`src/rtl/mux_scan_ctrl.sv`:
```
`default_nettype none
// ============================================================================
// Module   : mux_scan_ctrl
// Purpose  : Scan sequencer for a 4-to-1 mux. It drives the mux select, holds
//            each channel for DWELL cycles and samples the mux output at the
//            end of each dwell. After all four channels are sampled, it
//            publishes one packed frame with a single-cycle valid pulse.
//            Both single-shot and continuous scanning are supported.
// Optional : MUX_SCAN_CHANGE_DET_EN -- when defined, chg_mask flags each
//            channel whose new value differs from the previous frame. When it
//            is undefined, chg_mask is tied to zero.
// Ports    : clk          system clock, rising edge
//            rst_n        asynchronous active-low reset
//            start        begin a scan (sampled only in IDLE)
//            stop         abort/end scanning (highest priority)
//            cont         continuous mode (sampled in DONE)
//            mux_out      [DATA_W-1:0] output of the 4-to-1 mux
//            sel          [1:0] channel select to the mux
//            busy         high whenever the state is not IDLE
//            frame_valid  one-cycle pulse when a new frame is published
//            frame_data   [4*DATA_W-1:0] last complete frame, ch0 in the LSBs
//            chg_mask     [3:0] per-channel change flags
// Revision : 1.0 - initial release
// ============================================================================
module mux_scan_ctrl #(
  parameter int DATA_W = 4,
  parameter int DWELL  = 8
) (
  input  logic                clk,
  input  logic                rst_n,
  input  logic                start,
  input  logic                stop,
  input  logic                cont,
  input  logic [DATA_W-1:0]   mux_out,
  output logic [1:0]          sel,
  output logic                busy,
  output logic                frame_valid,
  output logic [4*DATA_W-1:0] frame_data,
  output logic [3:0]          chg_mask
);

  localparam int CW = (DWELL > 1) ? $clog2(DWELL) : 1;
  localparam logic [CW-1:0] RELOAD = CW'(DWELL - 1);

  typedef enum logic [1:0] {
    IDLE = 2'd0,
    SCAN = 2'd1,
    DONE = 2'd2
  } state_t;

  state_t            state;
  logic [CW-1:0]     cnt;
  logic [DATA_W-1:0] slot [4];

  // The frame being completed: ch3 comes straight from the mux on the edge
  // that captures it, so the published frame already includes it.
  logic [4*DATA_W-1:0] new_frame;
  assign new_frame = {mux_out, slot[2], slot[1], slot[0]};

  always_ff @(posedge clk or negedge rst_n) begin
    if (!rst_n) begin
      state       <= IDLE;
      sel         <= 2'd0;
      cnt         <= '0;
      busy        <= 1'b0;
      frame_valid <= 1'b0;
      frame_data  <= '0;
      for (int k = 0; k < 4; k++) begin
        slot[k] <= '0;
      end
    end else if (stop) begin
      // Any partial frame is dropped. frame_data keeps the last good frame.
      state       <= IDLE;
      sel         <= 2'd0;
      cnt         <= '0;
      busy        <= 1'b0;
      frame_valid <= 1'b0;
    end else begin
      case (state)
        IDLE: begin
          sel         <= 2'd0;
          frame_valid <= 1'b0;
          if (start) begin
            state <= SCAN;
            cnt   <= RELOAD;
            busy  <= 1'b1;
          end
        end
        SCAN: begin
          if (cnt != '0) begin
            cnt <= cnt - 1'b1;
          end else begin
            slot[sel] <= mux_out;
            if (sel != 2'd3) begin
              sel <= sel + 2'd1;
              cnt <= RELOAD;
            end else begin
              state       <= DONE;
              frame_data  <= new_frame;
              frame_valid <= 1'b1;
            end
          end
        end
        DONE: begin
          frame_valid <= 1'b0;
          sel         <= 2'd0;
          if (cont) begin
            state <= SCAN;
            cnt   <= RELOAD;
            busy  <= 1'b1;
          end else begin
            state <= IDLE;
            busy  <= 1'b0;
          end
        end
        default: begin
          state       <= IDLE;
          sel         <= 2'd0;
          busy        <= 1'b0;
          frame_valid <= 1'b0;
        end
      endcase
    end
  end

`ifdef MUX_SCAN_CHANGE_DET_EN
  // The mask is compared against the frame being replaced. The first frame
  // after reset is compared against the cleared frame_data.
  always_ff @(posedge clk or negedge rst_n) begin
    if (!rst_n) begin
      chg_mask <= 4'b0000;
    end else if (!stop && state == SCAN && cnt == '0 && sel == 2'd3) begin
      for (int k = 0; k < 4; k++) begin
        chg_mask[k] <= (new_frame[k*DATA_W +: DATA_W] !=
                        frame_data[k*DATA_W +: DATA_W]);
      end
    end
  end
`else
  assign chg_mask = 4'b0000;
`endif

endmodule
`default_nettype wire
```
`config.mk`:
```
export PLATFORM = sky130hd
export DESIGN_NAME = mux_scan_ctrl
export DESIGN_NICKNAME = d
export VERILOG_FILES = /design/src/rtl/mux_scan_ctrl.sv
export SDC_FILE = /design/constraint.sdc
export NUM_CORES = 1
export LEC_CHECK = 0
export BUFFER_PORTS_ARGS = -buffer_cell sky130_fd_sc_hd__buf_2
export CORE_MARGIN = 2
export CORE_UTILIZATION = 51
export CTS_CLUSTER_DIAMETER = 200
export DETAILED_ROUTE_END_ITERATION = 8
export PLACE_DENSITY = 0.76
export SLEW_MARGIN = 25
export SYNTH_ARGS = -nofsm -noshare
export SYNTH_HDL_FRONTEND = slang
export SYNTH_SLANG_ARGS = --single-unit
```
`constraint.sdc`:
```
create_clock -name clk -period 3.65 [get_ports clk]
set_input_delay 0 -clock clk [delete_from_list [all_inputs] [get_ports clk]]
set_output_delay 0 -clock clk [all_outputs]
set_load 0.01 [all_outputs]
```
==> flow_metrics.py, run 1 <==
metrics = {
    "worst_setup_path": {
        "cp_slowest_cell": "dfrtp_1",
        "end_kind": "flip-flop",
        "crit_arrival_ps": 2050,
        "max_stage_delay_ps": 410,
        "worstPathMaxFanout": 10,
        "criticalPathCategory": "flip-flop to flip-flop",
        "startpoint_type": "flip-flop",
        "worstPathRequired_ps": 3890,
        "path_cells": "inv_1 > ha_1 > nand2b_1 > nor2_4 > nand2_4 > clkinv_4 > mux2_2",
    },
    "route": {
        "highest_layer": "met4",
        "drt-initial-drc-count": 43,
        "routed_wl_microns": 2830,
        "drc_errors": 0,
        "wl_met1_microns": 1250,
        "drtPass1Iterations": 4,
        "viasPerCell": 5.11,
        "ant_nets": 0,
        "wl_met2_microns": 1400,
        "route.met3.wl_microns": 142,
        "avgRoutedWirePerCell_microns": 13.9,
        "dr_total_vias": 1043,
    },
    "hold_path": {
        "hold_path.class": "input port to flip-flop",
    },
    "cts": {
        "cts_buffers": 5,
        "insertion_delay_ps": 350,
        "cts_setup_buffers": 0,
        "clock_sinks": 37,
        "root_buffer": "clkbuf_4",
        "htree_levels": 2,
        "cts_tree": "done",
        "cts_hold_buf": 6,
        "path_clk_slew_ps": 120,
        "max-clock-path-buffers": 2,
        "cts_resized": 0,
    },
    "power_and_ir_drop": {
        "power.leakage_nw": 1.05,
        "ir_drop_uv": 333,
        "power_density_nw_per_um2": 454,
    },
    "sta": {
        "rsz0062_at_grt": "no",
        "max_clock_freq_mhz": 553,
        "worst_clock_skew_ps": 9.62,
        "slew_headroom": 0.473,
        "hold_viol": 0,
        "setup_tns_ps": 0,
        "setup_viol": 0,
        "post-route-min-period_ps": 1810,
        "worstMarginPinSlew_ps": 791,
        "slew_violations": 0,
        "timing.final.crit_share": 0.496,
    },
    "grt": {
        "grt_first_pass_wirelength_microns": 4660,
        "grt_start_max_net_pins": 38,
        "grt_use_total": 0.182,
        "grt_overflow_total": 0,
        "antenna_found_initial": 0,
        "first_global_vias": 980,
    },
    "floorplanning": {
        "fp.dieH_microns": 60.1,
        "die_w_microns": 60.1,
        "coreArea_sq_um": 3030,
        "die_area_sq_um": 3620,
        "row_count": 20,
        "io_pins": 33,
        "initial_core_util": 0.531,
    },
    "layout": {
        "diodes": 0,
        "final_cell_area_sq_um": 1950,
        "drive_gt1_frac": 0.444,
        "syn_to_final_growth_pct": 21.3,
        "finalNonFillerCells": 204,
        "utilization": 0.644,
        "final_net_count": 174,
    },
    "synthesis": {
        "synth_flop_cell": "dfrtp_1",
        "synth_common_cells": "dfrtp_1 (37), mux2_2 (28), a21oi_1 (6), ha_1 (6)",
        "avgSynthCellArea_sq_um": 13.5,
        "yosys.cell_count.top_type": "dfrtp_1",
        "synth-seq-area-share": 0.576,
        "synth_cells": 119,
        "synth_cell_types": 28,
        "yosysTopAreaCell": "dfrtp_1",
        "yosysTopAreaCellShare": 0.576,
        "yosysWarnings": 0,
        "synthTopCellsByArea": "dfrtp_1 (58%), mux2_2 (20%), ha_1 (4.7%), a21oi_1 (1.9%), buf_4 (1.9%)",
        "ys_ff_latch": 37,
        "syn_area_sq_um": 1610,
        "synth_edf_count": 0,
        "async_reset_ff_frac": 1.00,
    },
    "run_status": {
        "status": "finished clean",
    },
    "placed_design": {
        "dp_hpwl_microns": 2010,
        "gp_congestion": 0.844,
        "post_dp_cell_area_sq_um": 1780,
        "port_buffers": 28,
        "dp.cells": 190,
    },
    "job": {
        "drv_cap": 0,
    },
}
==> final timing paths <==
kind | startpoint | end | slack, ps | depth (start not counted)
setup / recovery | cnt[0] | frame_data[15] | 1840 | 7
hold / removal | start | state[0] | 80 | 4
setup reg to reg | cnt[0] | frame_data[15] | 1840 | 7
hold reg to reg | new_frame[0] | frame_data[0] | 510 | 1
max in group asynchronous | rst_n | sel[0] | 2890 | 2
min in group asynchronous | rst_n | cnt[2] | 260 | 2
==> registers in the layout, indices dropped and copies added (netlist names) <==
name,flops
busy,1
cnt,3
frame_data,16
frame_valid,1
new_frame,12
sel,2
state,2
==> per-layer routing <==
metal / track usage / vias to the layer above
li1: - / 488
met3: 0.0584 / 5
met2: 0.273 / 29
met5: 0 / -
met4: 0.0889 / 0
met1: 0.239 / 521
==> cell families (layout without fill, tap and decap cells) <==
logic type               after synthesis  after routing  share of synthesized area
flip-flops                            37             37                      0.576
AND/OR/NAND/NOR                       22             22                     0.0809
adder cells (fa/ha/maj)                6              6                     0.0467
other                                  1              4                    0.00233
XOR/XNOR                               1              1                    0.00545
AO/OA/AOI/OAI                         13             13                     0.0506
buffers and inverters                 10             48                     0.0358
multiplexers                          29             29                      0.202
==> final cells by class <==
class	instances	area, sq um
clock buffers	5	37.5
clock inverters	3	68.8
fillers	237	1080
inverters	6	27.5
multi-input cells	75	636
flip-flops and latches	37	926
well taps	44	55.1
repair buffers	34	200
==> metrics by stage <==
stage               total power (W)  hold slack (ps)  setup WS (ps)
global placement           0.000522              113           1890
detailed placement         0.000529              128           1850
CTS                        0.000898             58.4           1830
global route               0.000925              117           1720
floorplan                  0.000502             -296           2000
finish                     0.000886             84.2           1840
==> critical path: cells and delay by family (launching register included) <==
kind | cells | cell delay (ps)
DFF | 1 | 410
and+or+nand+nor | 3 | 480
buffers and inverters | 2 | 240
muxes | 1 | 340
adders and majority gates | 1 | 230
==> where the power goes <==
part	switching (W)	internal, W
clock network	0.000146	0.000216
logic	0.0000381	0.0000372
registers	0.0000147	0.000435
total	0.000198	0.000687
==> layout by cell type (no fill, tap or decap), types with 2 or more instances in the layout <==
cell type / netlist / routed
dfrtp_1: 37 / 37
mux2_2: 28 / 28
buf_2: 0 / 28
a21oi_1: 6 / 6
ha_1: 6 / 6
dlygate4sd3_1: 0 / 6
inv_1: 5 / 5
nand2_1: 5 / 5
clkbuf_4: 0 / 5
nor2_1: 4 / 4
conb_1: 1 / 4
nand2b_1: 3 / 3
o21ai_0: 2 / 2
nor3_1: 2 / 2
bufinv_16: 0 / 2
Power figures use the tool's default switching activity.
==> run 2, diff against run 1 <==
==> constraint.sdc (replaced) <==
create_clock -name clk -period 1.89 [get_ports clk]
set_input_delay 0 -clock clk [delete_from_list [all_inputs] [get_ports clk]]
set_output_delay 0 -clock clk [all_outputs]
set_load 0.01 [all_outputs]
==> run 2 against run 1 <==
Cell count is 0.49% lower. Non-clock buffer count stayed put. Setup slack worse by 1800 ps. Cell area is 2.2% lower. Critical endpoint is now frame_data[6]. Highest routed layer unchanged.
==> flow_metrics.py, run 2 (synthesized netlist as in run 1, its figures left out) <==
metrics = {
    "worst_setup_path": {
        "crit_arrival_ps": 2040,
        "worstPathRequired_ps": 2120,
        "worstPathMaxFanout": 10,
        "end_kind": "flip-flop",
        "startpoint_type": "flip-flop",
        "criticalPathCategory": "flip-flop to flip-flop",
    },
    "layout": {
        "syn_to_final_growth_pct": 18.6,
        "final_common_cell": "dfrtp_1",
        "drive_gt1_frac": 0.453,
        "diodes": 0,
        "final_cell_area_sq_um": 1910,
        "fillers": 251,
        "finalNonFillerCells": 203,
        "largest_reg_flops": 16,
        "mostFrequentLayoutCells": "dfrtp_1 (36), mux2_2 (28), buf_2 (28)",
        "final_net_count": 174,
        "utilization": 0.630,
        "top_register": "frame_data",
    },
    "route": {
        "drt-initial-drc-count": 36,
        "ant_nets": 0,
        "routed_wl_microns": 2910,
        "dr_total_vias": 1025,
        "drc_errors": 0,
        "drtPass1Iterations": 4,
        "viasPerCell": 5.05,
        "avgRoutedWirePerCell_microns": 14.3,
    },
    "power_and_ir_drop": {
        "ir_drop_uv": 509,
        "power.leakage_nw": 1.02,
        "power_density_nw_per_um2": 756,
        "p_total_w": 0.00144,
    },
    "placed_design": {
        "dp.cells": 190,
        "post_dp_cell_area_sq_um": 1780,
        "gp_congestion": 0.846,
        "dp_hpwl_microns": 2060,
        "port_buffers": 28,
    },
    "job": {
        "drv_cap": 0,
    },
    "floorplanning": {
        "row_count": 20,
        "die_w_microns": 60.1,
        "fp.dieH_microns": 60.1,
        "die_area_sq_um": 3620,
        "io_pins": 33,
        "initial_core_util": 0.531,
        "coreArea_sq_um": 3030,
    },
    "cts": {
        "insertion_delay_ps": 340,
        "cts_tree": "done",
        "cts_buffers": 5,
        "clock_sinks": 37,
        "root_buffer": "clkbuf_4",
        "htree_levels": 2,
        "path_clk_slew_ps": 120,
        "max-clock-path-buffers": 2,
    },
    "sta": {
        "setup_viol": 0,
        "worst_clock_skew_ps": 13.7,
        "setup_tns_ps": 0,
        "slew_headroom": 0.472,
        "slew_violations": 0,
        "timing.final.crit_share": 0.961,
        "rsz0062_at_grt": "no",
        "worstMarginPinSlew_ps": 792,
        "max_clock_freq_mhz": 551,
        "hold_viol": 0,
        "post-route-min-period_ps": 1820,
    },
    "grt": {
        "grt_use_total": 0.190,
        "grt_start_max_net_pins": 38,
        "first_global_vias": 1056,
        "grt_first_pass_wirelength_microns": 4890,
        "antenna_found_initial": 0,
        "grt_overflow_total": 0,
    },
    "run_status": {
        "status": "finished clean",
    },
    "hold_path": {
        "hold_path.class": "input port to flip-flop",
    },
}
run 2: cell types whose count changed in the layout (fill, tap and decap cells not counted), sizes merged:
cell	delta
clkinvlp	+1
inv	-1
clkbuf	+1
bufinv	-2
run 2: path summary, 6_finish.rpt:
kind                               from       endpoint  slack (ps)  cells past startpoint
max                            state[1]  frame_data[6]          70                      5
min                               start       state[0]          70                      4
max reg2reg                    state[1]  frame_data[6]          70                      5
min reg2reg                new_frame[8]  frame_data[8]         510                      1
max in group asynchronous         rst_n       state[1]        1060                      2
min in group asynchronous         rst_n   new_frame[9]         270                      2
run 2: stage by stage:
stage / setup WS, ps / hold slack, ps
6_report: 73.8 / 73.9
5_1_grt: 16.5 / 80.7
4_1_cts: 57.8 / 59.8
3_5_place_dp: 57.8 / 125
3_3_place_gp: 133 / 115
2_1_floorplan: 235 / -296
run 2: critical path, cell delays in order, from the launching register on:
cell and delay, ps:
dfrtp_2 460, or3b_4 450, nor2_4 180, nand2_4 150, clkinv_4 130, mux2_2 340
run 2: metal layers:
layer,track usage,up-vias,wire [microns],share of wire
li1,-,484,-,-
met1,0.228,509,1280,0.44
met2,0.315,27,1440,0.50
met3,0.0498,5,131,0.045
met4,0.0952,0,53,0.018
met5,0,-,0,0
run 2: final cells by class:
type                    count  area [sq um]  share of cell area
well taps                  44          55.1              0.0289
clock buffers               6          51.3              0.0269
repair buffers             34           200               0.105
clock inverters             1          7.51             0.00394
multi-input cells          75           638               0.335
inverters                   6          27.5              0.0144
flip-flops and latches     37           927               0.486
run 2: power breakdown:
part / total, W / leakage [nW] / switching (W) / internal, W
Sequential: 0.000868 / 0.501 / 0.0000289 / 0.000840
Combinational: 0.000146 / 0.487 / 0.0000737 / 0.0000723
Clock: 0.000428 / 0.0303 / 0.000253 / 0.000174
run 2: what timing repair did:
action / 4_1_cts / 5_1_grt
hold endpoints to repair: 57 / 0
buffers inserted: 0 / 0
gates resized for setup: 0 / 2
endpoints found under the setup margin: 0 / 4
hold buffers: 6 / 0
==> run 3, diff against run 2 <==
--- a/config.mk
+++ b/config.mk
@@ -7,10 +7,11 @@
 export LEC_CHECK = 0
 export BUFFER_PORTS_ARGS = -buffer_cell sky130_fd_sc_hd__buf_2
 export CORE_MARGIN = 2
-export CORE_UTILIZATION = 51
+export CORE_UTILIZATION = 30
 export CTS_CLUSTER_DIAMETER = 200
 export DETAILED_ROUTE_END_ITERATION = 8
-export PLACE_DENSITY = 0.76
+export GPL_ROUTABILITY_DRIVEN = 0
+export PLACE_DENSITY = 0.5
 export SLEW_MARGIN = 25
 export SYNTH_ARGS = -nofsm -noshare
 export SYNTH_HDL_FRONTEND = slang
==> constraint.sdc (replaced) <==
create_clock -name clk -period 1.89 [get_ports clk]
set_input_delay 0.0945 -clock clk [delete_from_list [all_inputs] [get_ports clk]]
set_output_delay 0.0945 -clock clk [all_outputs]
set_load 0.01 [all_outputs]
==> run 3 against run 2 <==
Wire length rose by 6.1%. Sequential power barely moved. Maximum frequency rose by 3.3%. Sequential share of layout area fell by 0.79 points. Clock skew fell by 11 ps. Worst hold slack got worse by 14 ps. Clock power rose by 25%. First-iteration DRC count rose by 42%. Critical path type unchanged. Critical endpoint unchanged. Highest routed layer unchanged.
==> flow_metrics.py, run 3 (synthesized netlist as in run 1, its figures left out) <==
metrics = {
    "run_status": {
        "status": "finished clean",
    },
    "grt": {
        "grt_start_max_net_pins": 38,
        "use_met1": 0.145,
        "grt_overflow_total": 0,
        "gr-usage-met3": 0.0329,
        "top_usage_layer": "met2",
        "grt_use_total": 0.112,
        "first_global_vias": 1103,
        "grt_use_met2": 0.176,
        "grt_first_pass_wirelength_microns": 5220,
        "antenna_found_initial": 0,
    },
    "worst_setup_path": {
        "worstPathMaxFanout": 9,
        "r2r_slack_ps": 130,
        "reg2reg_to": "frame_data[6]",
        "cp_slowest_cell": "or3b_4",
        "r2r_start": "state[0]",
        "path_cells": "or3b_4 > nor2_4 > nand2_4 > clkinv_4 > mux2_2",
        "crit_arrival_ps": 1930,
        "max_stage_delay_ps": 440,
        "end_kind": "flip-flop",
        "worstSetupEndpoint": "frame_data[6]",
        "criticalPathCategory": "flip-flop to flip-flop",
        "startpoint_type": "flip-flop",
        "worstPathRequired_ps": 2060,
        "crit_cells": 5,
        "critPathLaunch": "state[0]",
        "r2r_cells": 5,
        "critPathTopFamily": "simple AND/OR/NAND/NOR gates",
        "crit_buf_inv": 1,
    },
    "layout": {
        "top_register": "frame_data",
        "mostFrequentLayoutCells": "dfrtp_1 (37), mux2_2 (28), buf_2 (28)",
        "final_common_cell": "dfrtp_1",
        "final_net_count": 171,
        "syn_to_final_growth_pct": 20.4,
        "drive_gt1_frac": 0.471,
        "largest_reg_flops": 16,
        "finalNonFillerCells": 227,
        "fillers": 543,
        "seq_area_sq_um": 926,
        "multi_input_area_sq_um": 643,
        "diodes": 0,
    },
    "power_and_ir_drop": {
        "p_total_w": 0.00155,
        "ir_drop_uv": 407,
        "power_density_nw_per_um2": 799,
        "power.leakage_nw": 1.03,
    },
    "sta": {
        "post-route-min-period_ps": 1760,
        "timing.final.crit_share": 0.930,
        "setup_viol": 0,
        "slew_violations": 0,
        "hold_viol": 0,
        "fin_hold_ws_ps": 60.0,
        "max_clock_freq_mhz": 569,
        "worst_clock_skew_ps": 2.38,
        "rsz0062_at_grt": "no",
        "slew_headroom": 0.463,
        "worstMarginPinSlew_ps": 806,
        "setup_tns_ps": 0,
    },
    "route": {
        "drt-initial-drc-count": 51,
        "avgRoutedWirePerCell_microns": 13.6,
        "dr_total_vias": 1029,
        "ant_nets": 0,
        "drtPass1Iterations": 2,
        "routed_wl_microns": 3080,
        "viasPerCell": 4.53,
        "drc_errors": 0,
    },
    "cts": {
        "htree_levels": 2,
        "cts_tree": "done",
        "clock_sinks": 37,
        "path_clk_slew_ps": 70,
        "root_buffer": "clkbuf_8",
        "cts_buffers": 5,
        "max-clock-path-buffers": 2,
        "insertion_delay_ps": 280,
    },
    "floorplanning": {
        "fp.dieH_microns": 77.2,
        "row_count": 26,
        "die_w_microns": 77.2,
        "initial_core_util": 0.313,
        "coreArea_sq_um": 5140,
        "io_pins": 33,
        "die_area_sq_um": 5960,
    },
    "placed_design": {
        "dp.cells": 218,
        "dp_hpwl_microns": 2210,
        "port_buffers": 28,
    },
    "hold_path": {
        "min_path_cells": 2,
        "hold_path.class": "input port to flip-flop",
    },
    "job": {
        "drv_cap": 0,
    },
}
run 3: changes by cell type in the layout (fill, tap and decap cells not counted), sizes merged:
cell	previous run	this run
clkinv	1	3
buf	28	30
dlygate4sd3	6	1
clkbuf	6	5
run 3: report_power, final:
| group | internal (W) | switching [W] | total [W] |
|---|---|---|---|
| Clock | 0.000254 | 0.000282 | 0.000536 |
| Sequential | 0.000840 | 0.0000278 | 0.000868 |
| Combinational | 0.0000677 | 0.0000747 | 0.000142 |
| Total | 0.00116 | 0.000384 | 0.00155 |
run 3: how the worst min path moves through the flow:
| stage | from | to | slack (ps) |
|---|---|---|---|
| 2_1_floorplan | rst_n | busy | -200 |
| 3_3_place_gp | rst_n | cnt[2] | 230 |
| 3_5_place_dp | rst_n | cnt[2] | 240 |
| 4_1_cts | stop | state[0] | 50 |
| 5_1_grt | stop | state[0] | 40 |
| 6_report | stop | state[0] | 60 |
run 3: per-layer routing:
| layer | vias to the layer above | part of all wire |
|---|---|---|
| met3 | 5 | 0.048 |
| met1 | 522 | 0.45 |
| li1 | 478 | - |
| met4 | 0 | 0.015 |
| met5 | - | 0 |
| met2 | 24 | 0.49 |
run 3: per-stage QoR:
step / instance area (sq um) / setup WS (ps) / util
after floorplan: 1620 / 235 / -
after CTS: 1930 / 99.5 / 0.375
after detailed placement: 1830 / 115 / 0.356
final: 1940 / 131 / 0.377
after global routing: 1940 / 47.9 / 0.377
after global placement: 1830 / 169 / 0.356
run 3: layout make-up:
class	instances	area share
clock buffers	5	0.0356
clock inverters	3	0.00905
inverters	6	0.0142
multi-input cells	75	0.332
flip-flops and latches	37	0.478
well taps	70	0.0452
repair buffers	31	0.0853
run 3: timing repair:
action,in CTS,in global routing
hold buffers,1,0
buffers inserted,0,0
resized for setup,0,1
endpoints found under the setup margin,0,1
endpoints found under the hold margin,37,0
